==> src/rtl/rob_pkg.sv <==
// Types and constants shared by the fetch unit and the instruction queue so that
// the queue depth and the fetch-side credit width stay in lockstep.
package rob_pkg;

  localparam int unsigned INSTR_W  = 32;
  localparam int unsigned IQ_DEPTH = 8;
  localparam int unsigned IQ_CNT_W = $clog2(IQ_DEPTH + 1);

  typedef enum logic [1:0] {
    IDLE,
    FETCH,
    DRAIN,
    DONE
  } fetch_state_e;

endpackage

==> src/rtl/fetch_credit_counter.sv <==
// Occupancy counter for the instruction queue: +1 per visible write, -0..2 per cycle of reads,
// synchronous clear, saturating at zero on a read of an empty queue.
module fetch_credit_counter
  import rob_pkg::*;
#(
  parameter int unsigned CNT_W = IQ_CNT_W
) (
  input  logic             clk,
  input  logic             clear,
  input  logic             up,
  input  logic             dn_odd,
  input  logic             dn_even,
  output logic [CNT_W-1:0] count,
  output logic [CNT_W-1:0] count_next
);

  logic [CNT_W:0] avail;
  logic [CNT_W:0] dn;

  assign dn    = (CNT_W+1)'(dn_odd) + (CNT_W+1)'(dn_even);
  assign avail = {1'b0, count} + (CNT_W+1)'(up);

  always_comb begin
    count_next = '0;
    if (avail >= dn) begin
      count_next = CNT_W'(avail - dn);
    end
  end

  always_ff @(posedge clk) begin
    if (clear) begin
      count <= '0;
    end else begin
      count <= count_next;
    end
  end

  // Reading more entries than are resident is a dispatch-side protocol error.
  no_underflow: assert property (@(posedge clk) disable iff (clear) avail >= dn);

endmodule

==> src/rtl/instr_fetch_unit.sv <==
// Instruction-queue producer: streams a loaded program into the IQ one word per cycle,
// gated by occupancy credits, with flush redirect and end-of-program reporting.
module instr_fetch_unit
  import rob_pkg::*;
#(
  parameter int unsigned PROG_DEPTH = 16,
  parameter int unsigned PC_W       = $clog2(PROG_DEPTH)
) (
  input  logic                clk,
  input  logic                reset,
  input  logic                prog_we,
  input  logic [PC_W-1:0]     prog_waddr,
  input  logic [INSTR_W-1:0]  prog_wdata,
  input  logic [PC_W:0]       prog_len,
  input  logic                start,
  input  logic                iq_rd_odd,
  input  logic                iq_rd_even,
  input  logic                flush,
  input  logic [PC_W-1:0]     flush_pc,
  output logic                write_instr,
  output logic [INSTR_W-1:0]  new_instr,
  output logic [PC_W-1:0]     fetch_pc,
  output logic [IQ_CNT_W-1:0] iq_count,
  output logic                busy,
  output logic                fetch_done
);

  localparam logic [IQ_CNT_W-1:0] IqFull = IQ_CNT_W'(IQ_DEPTH);

  logic [INSTR_W-1:0] mem [PROG_DEPTH];

  fetch_state_e        state_q, state_d;
  logic [PC_W-1:0]     pc_q, pc_d;
  logic [PC_W:0]       len_q, len_d;
  logic                write_q, write_d;
  logic [INSTR_W-1:0]  instr_q, instr_d;
  logic [PC_W-1:0]     fpc_q, fpc_d;
  logic [IQ_CNT_W-1:0] count_next;
  logic                iq_free;
  logic                flush_hit;
  logic                do_issue;
  logic [PC_W-1:0]     issue_pc;
  logic [PC_W:0]       issue_len;

  assign flush_hit = flush && (state_q != IDLE);
  // Credit check includes the write currently on the port, so the queue can never exceed depth.
  assign iq_free   = (count_next < IqFull);

  fetch_credit_counter #(
    .CNT_W (IQ_CNT_W)
  ) u_credit (
    .clk        (clk),
    .clear      (reset || flush_hit),
    .up         (write_q),
    .dn_odd     (iq_rd_odd),
    .dn_even    (iq_rd_even),
    .count      (iq_count),
    .count_next (count_next)
  );

  always_ff @(posedge clk) begin
    if (prog_we && (state_q == IDLE)) begin
      mem[prog_waddr] <= prog_wdata;
    end
  end

  always_comb begin
    state_d   = state_q;
    pc_d      = pc_q;
    len_d     = len_q;
    write_d   = 1'b0;
    instr_d   = instr_q;
    fpc_d     = fpc_q;
    do_issue  = 1'b0;
    issue_pc  = pc_q;
    issue_len = len_q;

    unique case (state_q)
      IDLE, DONE: begin
        if (start) begin
          len_d = prog_len;
          if (prog_len == '0) begin
            state_d = DONE;
          end else begin
            state_d   = FETCH;
            pc_d      = '0;
            issue_pc  = '0;
            issue_len = prog_len;
            do_issue  = iq_free;
          end
        end
      end
      FETCH: do_issue = iq_free;
      // Wait for the final write to land as well as for the queue to empty.
      DRAIN: if ((iq_count == '0) && !write_q) state_d = DONE;
      default: state_d = IDLE;
    endcase

    if (do_issue) begin
      write_d = 1'b1;
      instr_d = mem[issue_pc];
      fpc_d   = issue_pc;
      pc_d    = issue_pc + PC_W'(1);
      if ({1'b0, issue_pc} == issue_len - (PC_W+1)'(1)) begin
        state_d = DRAIN;
      end
    end

    if (flush_hit) begin
      write_d = 1'b0;
      instr_d = instr_q;
      fpc_d   = fpc_q;
      len_d   = len_q;
      pc_d    = flush_pc;
      state_d = ({1'b0, flush_pc} < len_q) ? FETCH : DRAIN;
    end
  end

  always_ff @(posedge clk) begin
    if (reset) begin
      state_q <= IDLE;
      pc_q    <= '0;
      len_q   <= '0;
      write_q <= 1'b0;
      instr_q <= '0;
      fpc_q   <= '0;
    end else begin
      state_q <= state_d;
      pc_q    <= pc_d;
      len_q   <= len_d;
      write_q <= write_d;
      instr_q <= instr_d;
      fpc_q   <= fpc_d;
    end
  end

  assign write_instr = write_q;
  assign new_instr   = instr_q;
  assign fetch_pc    = fpc_q;
  assign busy        = (state_q == FETCH) || (state_q == DRAIN);
  assign fetch_done  = (state_q == DONE);

endmodule

==> config.mk <==
export PLATFORM = sky130hd
export DESIGN_NAME = instr_fetch_unit
export DESIGN_NICKNAME = d
export VERILOG_FILES = /design/src/rtl/rob_pkg.sv /design/src/rtl/fetch_credit_counter.sv /design/src/rtl/instr_fetch_unit.sv
export SDC_FILE = /design/constraint.sdc
export NUM_CORES = 1
export LEC_CHECK = 0
export ABC_AREA = 1
export BUFFER_PORTS_ARGS = -buffer_cell sky130_fd_sc_hd__clkbuf_2
export CAP_MARGIN = 5
export CELL_PAD_IN_SITES_DETAIL_PLACEMENT = 0
export CELL_PAD_IN_SITES_GLOBAL_PLACEMENT = 1
export CORE_AREA = 2 2 216 218
export CTS_BUF_LIST = sky130_fd_sc_hd__clkbuf_4 sky130_fd_sc_hd__clkbuf_8 sky130_fd_sc_hd__clkbuf_16
export CTS_CLUSTER_SIZE = 28
export DETAILED_ROUTE_END_ITERATION = 8
export DIE_AREA = 0 0 218 220
export PLACE_DENSITY_LB_ADDON = 0.1
export SLEW_MARGIN = 20
export SYNTH_ARGS = -nofsm -noshare
export SYNTH_HDL_FRONTEND = slang
export SYNTH_HIERARCHICAL = 1
export SYNTH_SLANG_ARGS = --single-unit
==> constraint.sdc <==
create_clock -name clk -period 2.98 [get_ports clk]
set_input_delay 0.149 -clock clk [delete_from_list [all_inputs] [get_ports clk]]
set_output_delay 0.149 -clock clk [all_outputs]
set_load 0.01 [all_outputs]
== Word level (Yosys, flattened, before mapping) ==
Memories as Yosys holds them, arrays and structs flattened. A register that Yosys moved wholly into a read port is not among the register bits.
Index checks and enable logic that the tools add are counted.

* Bits in registers: 20
* Bits in writable memories: 512
* Bits of input ports: 52
* Output and inout port bits: 43
* Logic and storage cells: 57
* Memories: 1

* Add/subtract/negate cells: 5
* Order comparisons: 3
* Equality and inequality tests: 4
* Muxes and demuxes: 23
* Bitwise logic cells: 1
* Reductions and logical operators: 14

{| class="wikitable"
|+ Memories
! name !! depth !! bits a word !! read ports !! clocked after memory_dff !! wr ports !! line !! text
|-
| mem || 16 || 32 || 1 || 1 || 1 || instr_fetch_unit.sv:30 || <nowiki>logic [INSTR_W-1:0] mem [PROG_DEPTH];</nowiki>
|}

{| class="wikitable"
|+ Operators with widths
! kind !! count
|-
| 4-bit 2-to-1 mux || 6
|-
| 5-bit 2-to-1 mux || 3
|-
| 2-bit 2-to-1 mux || 7
|-
| 4-bit by 1-bit adder with 5-bit output || 1
|-
| 4-bit by 5-bit equality test with 1-bit output || 1
|-
| 5-bit by 2-bit greater-or-equal comparator with 1-bit output || 1
|-
| 5-bit logical NOT || 1
|-
| 4-bit by 5-bit < comparator with 1-bit output || 1
|-
| 1-bit 2-to-1 mux || 5
|-
| 5-bit by 1-bit subtractor with 5-bit output (second input constant) || 1
|-
| 4-bit by 1-bit adder with 4-bit output (second input constant) || 1
|-
| 2-bit equality test (second input constant) || 2
|-
| 4-bit logical NOT || 1
|-
| 4-bit < comparator (second input constant) || 1
|-
| 2-bit case mux with 2 select lines || 1
|-
| 2-bit OR reduction || 2
|-
| 4-bit subtractor || 1
|-
| 1-bit logical AND || 3
|-
| 3-bit AND reduction || 1
|-
| 1-bit by 1-bit adder with 2-bit output || 1
|-
| 2-bit by 1-bit equality test with 1-bit output (second input constant) || 1
|-
| 2-bit logical NOT || 1
|-
| 1-bit logical OR || 2
|-
| 1-bit case mux with 2 select lines || 1
|-
| 4 further kinds || 4
|}

== Depth between registers and ports, before layout ==
Gate-level depths: netlist (run 1).

* Word-level depth: 9
* Mapped depth: 21

== Modules after synthesis ==
The synthesis (run 1) kept the hierarchy.

{| class="wikitable"
|+ Modules (own cells, without submodules)
! module !! instances !! cells each !! area an instance (µm²) !! seq. area each (µm²)
|-
| instr_fetch_unit || 1 || 1,700 || 22,617.9 || 16,335.7
|-
| fetch_credit_counter || 1 || 53 || 350.3 || 80.1
|}

== Least setup slack after synthesis (run 1) ==
OpenSTA, ideal clock, no wires.

* Path type: reg2reg
* From: register write_q (netlist: write_instr)
* To: register instr_q[7] (netlist: new_instr[7]) (read register of mem)
* Library setup time: 0.115 ns
* Arrival time: 2.552 ns
* Required time: 2.865 ns
* Setup slack: 0.313 ns
* Stages on the path, launching flop included: 19
* Buffers on the path: 1
* Clock period less this slack: 2.667 ns
* Cells stage by stage: dfxtp_1 > ha_1 > ha_1 > ha_1 > nand2_2 > nand2_2 > nor2_2 > nand3_1 > nand2_1 > inv_1 > nor2_1 > o21ai_2 > nor2_1 > inv_2 > nor2_1 > buf_2 > nand2_1 > nand2_1 > nor2_1

* Cells in the longest elaborated chain, start to end: 8
* Elaborated cells between the ends (all ways): 9

{| class="wikitable"
|+ RTL lines
! element !! line !! text
|-
| start, declared || instr_fetch_unit.sv:35 || <nowiki>logic write_q, write_d;</nowiki>
|-
| start signal, assigned || instr_fetch_unit.sv:131 || <nowiki>write_q <= write_d;</nowiki>
|-
| 4-bit by 1-bit adder with 5-bit output * || fetch_credit_counter.sv:21 || <nowiki>assign avail = {1'b0, count} + (CNT_W+1)'(up);</nowiki>
|-
| 4-bit subtractor / 5-bit by 2-bit greater-or-equal comparator with 1-bit output (equally long branches) || fetch_credit_counter.sv:26, fetch_credit_counter.sv:25 ||
|-
| 4-bit 2-to-1 mux * || fetch_credit_counter.sv:25 || <nowiki>if (avail >= dn) begin</nowiki>
|-
| net count_next[3] || instr_fetch_unit.sv:38 || <nowiki>logic [IQ_CNT_W-1:0] count_next;</nowiki>
|-
| 4-bit < comparator * || instr_fetch_unit.sv:47 || <nowiki>assign iq_free = (count_next < IqFull);</nowiki>
|-
| 1-bit 2-to-1 mux || instr_fetch_unit.sv:82 || <nowiki>if (prog_len == '0) begin</nowiki>
|-
| 1-bit 2-to-1 mux || instr_fetch_unit.sv:80 || <nowiki>if (start) begin</nowiki>
|-
| 1-bit case mux with 2 select lines * || instr_fetch_unit.sv:78 || <nowiki>unique case (state_q)</nowiki>
|-
| 2-bit AND reduction (no line) * || - ||
|-
| end, declared || instr_fetch_unit.sv:36 || <nowiki>logic [INSTR_W-1:0] instr_q, instr_d;</nowiki>
|}

The timed path passes the listed nets; every way through them passes the cells marked *.
A chain may end at the register's enable or synchronous reset.

== Final worst setup path (run 1) ==
* From: register u_credit.count[0]
* To: register instr_q[28] (netlist: new_instr[28]) (read register of mem)

* Cells in the longest elaborated chain, start to end: 8
* Elaborated cells between the ends (all ways): 9

{| class="wikitable"
|+ RTL lines
! element !! line !! text
|-
| start, declared || fetch_credit_counter.sv:13 || <nowiki>output logic [CNT_W-1:0] count,</nowiki>
|-
| start signal, assigned || fetch_credit_counter.sv:34 || <nowiki>count <= count_next;</nowiki>
|-
| 4-bit by 1-bit adder with 5-bit output * || fetch_credit_counter.sv:21 ||
|-
| 4-bit subtractor / 5-bit by 2-bit greater-or-equal comparator with 1-bit output (equally long branches) || fetch_credit_counter.sv:26, fetch_credit_counter.sv:25 ||
|-
| 4-bit 2-to-1 mux * || fetch_credit_counter.sv:25 ||
|-
| net count_next[3] || instr_fetch_unit.sv:38 ||
|-
| 4-bit < comparator * || instr_fetch_unit.sv:47 ||
|-
| 1-bit 2-to-1 mux || instr_fetch_unit.sv:82 ||
|-
| 1-bit 2-to-1 mux || instr_fetch_unit.sv:80 ||
|-
| 1-bit case mux with 2 select lines * || instr_fetch_unit.sv:78 ||
|-
| 2-bit AND reduction (no line) * || - ||
|}

Marks and branches as above.

==> flow_summary.json, run 1 <==
{
  "status": "finished clean",
  "postSynthAreaPerCell_um2": 13.12,
  "numCtsBuffers": 58,
  "start_util": 0.5005,
  "first_iter_violations": 1144,
  "final_cell_mix": "512 x edfxtp_1, 357 x nand2_1, 129 x o221ai_1",
  "drv_cap": 0,
  "netlist_area_mm2": 0.02296,
  "timing_worst_setup_path_type": "reg -> reg",
  "clock_latency_ns": 0.61,
  "ys_warn_count": 6,
  "wl_um": 54630,
  "path_clk_slew_ns": 0.06,
  "total_leakage_power_nw": 9.631,
  "gr-total-overflow": 0,
  "fp.dieW_um": 218,
  "maxSlewViolCount": 0,
  "grt_pass1_wl_um": 83020,
  "p_per_area_mw_per_mm2": 894.6,
  "numClockSinks": 564,
  "crit_fanout": 17,
  "ios": 95,
  "startpoint": "u_credit/count[0]",
  "wl_met3_um": 2879,
  "num_rows": 79,
  "grt_max_degree": 129,
  "max-vdd-ir-drop_v": 0.0007092,
  "drc": 0,
  "crit_path_start_kind": "register",
  "timing.final.crit_share": 0.9137,
  "final_nets": 1964,
  "required_ns": 3.47,
  "final_cell_count_no_fill": 2551,
  "critPathCapture": "new_instr[28]",
  "met1Wirelength_um": 24690,
  "netlist_instances": 1750,
  "mappedNetlistNets": 1818,
  "setup_violations": 0,
  "grt_pass1_vias": 13710,
  "finalPower_mw": 23.97,
  "coreArea_mm2": 0.04586,
  "antenna_found_initial": 0,
  "firstDrtPassIters": 7,
  "endpoint_kind": "register",
  "drive_above_1_share": 0.1687,
  "syn_to_final_growth_pct": 16.72,
  "hold_class": "in -> reg",
  "hpwl_um": 30050,
  "die_h_um": 220,
  "final_common_cell": "edfxtp_1",
  "die_area_mm2": 0.04796,
  "hold_violations": 0,
  "r2r_setup_slack_ns": 0.26,
  "vias_per_cell": 5.587,
  "rsz0062_at_grt": "no",
  "clk_path_buf_depth": 3,
  "diodes": 0,
  "dr_total_vias": 14250,
  "cts_tree": "yes",
  "htreeDepth": 2,
  "io_buffers": 94,
  "top_layer_used": "met4",
  "grt_usage": 0.2314,
  "cp.arrival_ns": 3.21,
  "tns_ns": 0,
  "r2r_start": "u_credit/count[0]",
  "wire_per_inst_um": 21.42,
  "min_period_ns": 2.723,
  "fmax_ghz": 0.3673,
  "root_buffer": "clkbuf_16",
  "r2r-end": "new_instr[28]",
  "dp.cells": 2396,
  "wl_met2_um": 25940,
  "fin_skew_ns": 0.01409,
  "worst_slew_pin_slew_ns": 0.6256,
  "drtAntennaViolNets": 0,
  "relSlewSlack": 0.5830,
  "worstRegToRegCells": 18,
  "gp_congestion": 0.7710
}
-- state kept, by name, indices dropped and copies added (netlist names) --
signal          cells
fetch_pc            4
len_q               5
mem               512
new_instr          32
pc_q                4
state_q             2
u_credit/count      4
write_instr         1
-- power breakdown --
part,switching [mW],leakage (nW),total (mW),internal [mW]
Sequential,0.358,5.04,9.50,9.14
Combinational,4.80,3.65,7.42,2.62
Clock,2.91,0.938,7.05,4.14
-- layout make-up --
class,count,area [µm²]
Sequential cell,564,16420
Timing Repair Buffer,198,1653
Tap cell,607,759.5
Fill cell,3673,19070
Clock buffer,81,1667
Inverter,112,421.7
Multi-Input combinational cell,962,5667
Clock inverter,27,207.7
-- stage by stage --
step                instance area (µm²)  hold slack, ns  setup slack [ns]    util
floorplan                         22960          0.2181            0.3134       -
global placement                  24380          0.4344            0.1011  0.5316
detailed placement                24380          0.4355           0.07314  0.5316
CTS                               26720         0.03637           0.06546  0.5825
global route                      26790         0.07464          0.006232  0.5842
finish                            26790         0.06484            0.2571  0.5842
-- metal layers --
metal | up-vias | GRT usage
met4 | 0 | 0.06531
met5 | - | 0
met1 | 7038 | 0.3309
li1 | 6763 | -
met2 | 370 | 0.3704
met3 | 81 | 0.03506
-- worst max-delay path, cell delays in order, from the launching register on --
cell     delay [ns]
dfxtp_1        0.39
ha_4           0.18
ha_4           0.20
ha_1           0.31
nand2_2        0.08
nand2_2        0.05
nor2_2         0.13
nand3_1        0.07
nand2_1        0.09
inv_1          0.04
nor2_1         0.11
o21ai_2        0.13
nor2_4         0.16
inv_2          0.08
nor2_2         0.12
inv_2          0.06
buf_6          0.17
a21oi_1        0.15
nor2_1         0.07
-- worst min path at each step --
| stage | slack, ns | endpoint | cells after the start | startpoint |
|---|---|---|---|---|
| finish | 0.06 | u_credit/count[0] | 6 | iq_rd_even |
| global route | 0.07 | u_credit/count[0] | 6 | iq_rd_even |
| CTS | 0.04 | state_q[1] | 6 | start |
| detailed placement | 0.44 | len_q[4] | 3 | prog_len[4] |
| global placement | 0.43 | len_q[4] | 3 | prog_len[4] |
| floorplan | 0.22 | fetch_pc[0] | 1 | reset |
-- timing repair --
action / 4_1_cts / 5_1_grt
setup endpoints to repair: 0 / 34
gates resized for setup: 0 / 15
buffers inserted: 0 / 1
hold buffers: 46 / 0
endpoints found under the hold margin: 524 / 0
(Power assumes the default switching activity.)
==> inputs of run 2 (changes only) <==
PLACE_DENSITY = 0.77   (was default)
PLACE_DENSITY_LB_ADDON = default   (was 0.1)
SLEW_MARGIN = default   (was 20)
clock period = 3.1 ns   (was 2.98 ns; I/O delays follow)
==> run 2 against run 1 <==
Total power is 4.8% lower. Global-route usage is 0.21 points lower. Combinational power is 7.4% lower. Via count is 1.2% higher. Wire length is 0.11% higher. Non-clock buffer count is 13 lower. Critical path type unchanged. Highest routed layer is now met5.
==> flow_summary.json, run 2 (synthesized netlist as in run 1, its figures left out) <==
{
  "syn_to_final_growth_pct": 15.52,
  "final_cell_mix": "512 x edfxtp_1, 357 x nand2_1, 129 x o221ai_1",
  "start_util": 0.5005,
  "r2r_start": "write_instr",
  "gr-total-overflow": 0,
  "final_nets": 1949,
  "gp_congestion": 0.7587,
  "r2r_setup_slack_ns": 0.22,
  "drive_above_1_share": 0.1578,
  "fin_skew_ns": 0.02403,
  "rsz0062_at_grt": "no",
  "cp.arrival_ns": 3.37,
  "min_period_ns": 2.879,
  "firstDrtPassIters": 5,
  "wire_per_inst_um": 21.58,
  "coreArea_mm2": 0.04586,
  "status": "finished clean",
  "first_iter_violations": 1429,
  "critPathCapture": "new_instr[15]",
  "io_buffers": 94,
  "total_leakage_power_nw": 9.547,
  "hold_violations": 0,
  "top_register": "mem",
  "wl_um": 54690,
  "crit_path_start_kind": "register",
  "dr_total_vias": 14420,
  "final_cell_count_no_fill": 2534,
  "clk_path_buf_depth": 3,
  "vias_per_cell": 5.690,
  "cts_tree": "yes",
  "ios": 95,
  "die_area_mm2": 0.04796,
  "grt_pass1_vias": 13840,
  "cts_setup_buffers": 0,
  "numClockSinks": 564,
  "final_cell_area_mm2": 0.02652,
  "hpwl_um": 28160,
  "final_common_cell": "edfxtp_1",
  "required_ns": 3.59,
  "worst_slew_pin_slew_ns": 0.8980,
  "dp.cells": 2384,
  "grt_max_degree": 181,
  "diodes": 0,
  "worstRegToRegCells": 18,
  "timing.final.crit_share": 0.9286,
  "die_h_um": 220,
  "maxSlewViolCount": 0,
  "setup_slack_ns": 0.2212,
  "num_rows": 79,
  "numCtsBuffers": 56,
  "max-vdd-ir-drop_v": 0.0005343,
  "drtAntennaViolNets": 0,
  "finalPower_mw": 22.81,
  "drc": 0,
  "fp.dieW_um": 218,
  "crit_fanout": 22,
  "htreeDepth": 2,
  "tns_ns": 0,
  "p_per_area_mw_per_mm2": 860.2,
  "largest_register_ffs": 512,
  "timing_worst_setup_path_type": "reg -> reg",
  "endpoint_kind": "register",
  "path_clk_slew_ns": 0.06,
  "setup_violations": 0,
  "r2r-end": "new_instr[15]",
  "startpoint": "write_instr",
  "drv_cap": 0,
  "min_delay_path_depth": 6,
  "relSlewSlack": 0.4007,
  "clock_latency_ns": 0.61,
  "fmax_ghz": 0.3474,
  "antenna_found_initial": 1,
  "place_area_mm2": 0.02420,
  "grt_pass1_wl_um": 82690,
  "root_buffer": "clkbuf_16",
  "place_ws_ns": 0.2053,
  "grt_usage": 0.2294,
  "hold_class": "in -> reg"
}
## run 2: cell types whose count changed in the layout (fill, tap and decap cells not counted), sizes merged
cell / change
buf: -13
clkbuf: -2
clkinv: -4
clkinvlp: -1
inv: +3
## run 2: critical path, cell delays in order, from the launching register on
cell     delay (ns)
dfxtp_1        0.32
ha_1           0.22
ha_1           0.32
ha_1           0.33
nand2_2        0.08
nand2_2        0.05
nor2_2         0.13
nand3_1        0.08
nand2_1        0.09
inv_1          0.04
nor2_1         0.11
o21ai_2        0.12
nor2_4         0.12
inv_2          0.08
nor2_1         0.15
inv_2          0.07
buf_12         0.17
a21oi_1        0.15
nor2_1         0.06
## run 2: final cells by class
type                    count  area, µm²
repair buffers            185       1460
inverters                 112      420.4
clock buffers              79       1648
fillers                  3601      19340
multi-input cells         962       5608
flip-flops and latches    564      16420
well taps                 607      759.5
clock inverters            25      203.9
## run 2: per-layer routing
metal / wire (µm) / GRT usage / vias up
met4: 1112 / 0.05896 / 2
met1: 24320 / 0.3245 / 7082
met3: 3775 / 0.03892 / 82
met5: 13 / 0 / -
met2: 25480 / 0.3708 / 519
li1: - / - / 6733
## run 2: power breakdown
group	total [mW]	switching [mW]	internal, mW
registers	9.24	0.449	8.79
clock network	6.71	2.76	3.94
logic	6.87	4.47	2.39
total	22.8	7.69	15.1
## run 2: how the worst min path moves through the flow
| stage | startpoint | to | slack, ns |
|---|---|---|---|
| 3_3_place_gp | prog_len[4] | len_q[4] | 0.42 |
| 3_5_place_dp | prog_len[4] | len_q[4] | 0.43 |
| 4_1_cts | iq_rd_even | u_credit/count[0] | 0.03 |
| 5_1_grt | iq_rd_even | u_credit/count[0] | 0.07 |
| 2_1_floorplan | reset | fetch_pc[0] | 0.22 |
| 6_report | iq_rd_even | u_credit/count[0] | 0.06 |
## run 2: repair_timing
action	4_1_cts	5_1_grt
setup endpoints to repair	0	7
hold endpoints to repair	504	0
gates resized for setup	0	1
hold buffers	46	0
## run 2: stage by stage
| step | util | hold WS (ns) |
|---|---|---|
| floorplan | - | 0.2241 |
| global placement | 0.5277 | 0.4233 |
| detailed placement | 0.5277 | 0.4324 |
| CTS | 0.5781 | 0.03236 |
| global route | 0.5782 | 0.06736 |
| finish | 0.5782 | 0.06025 |
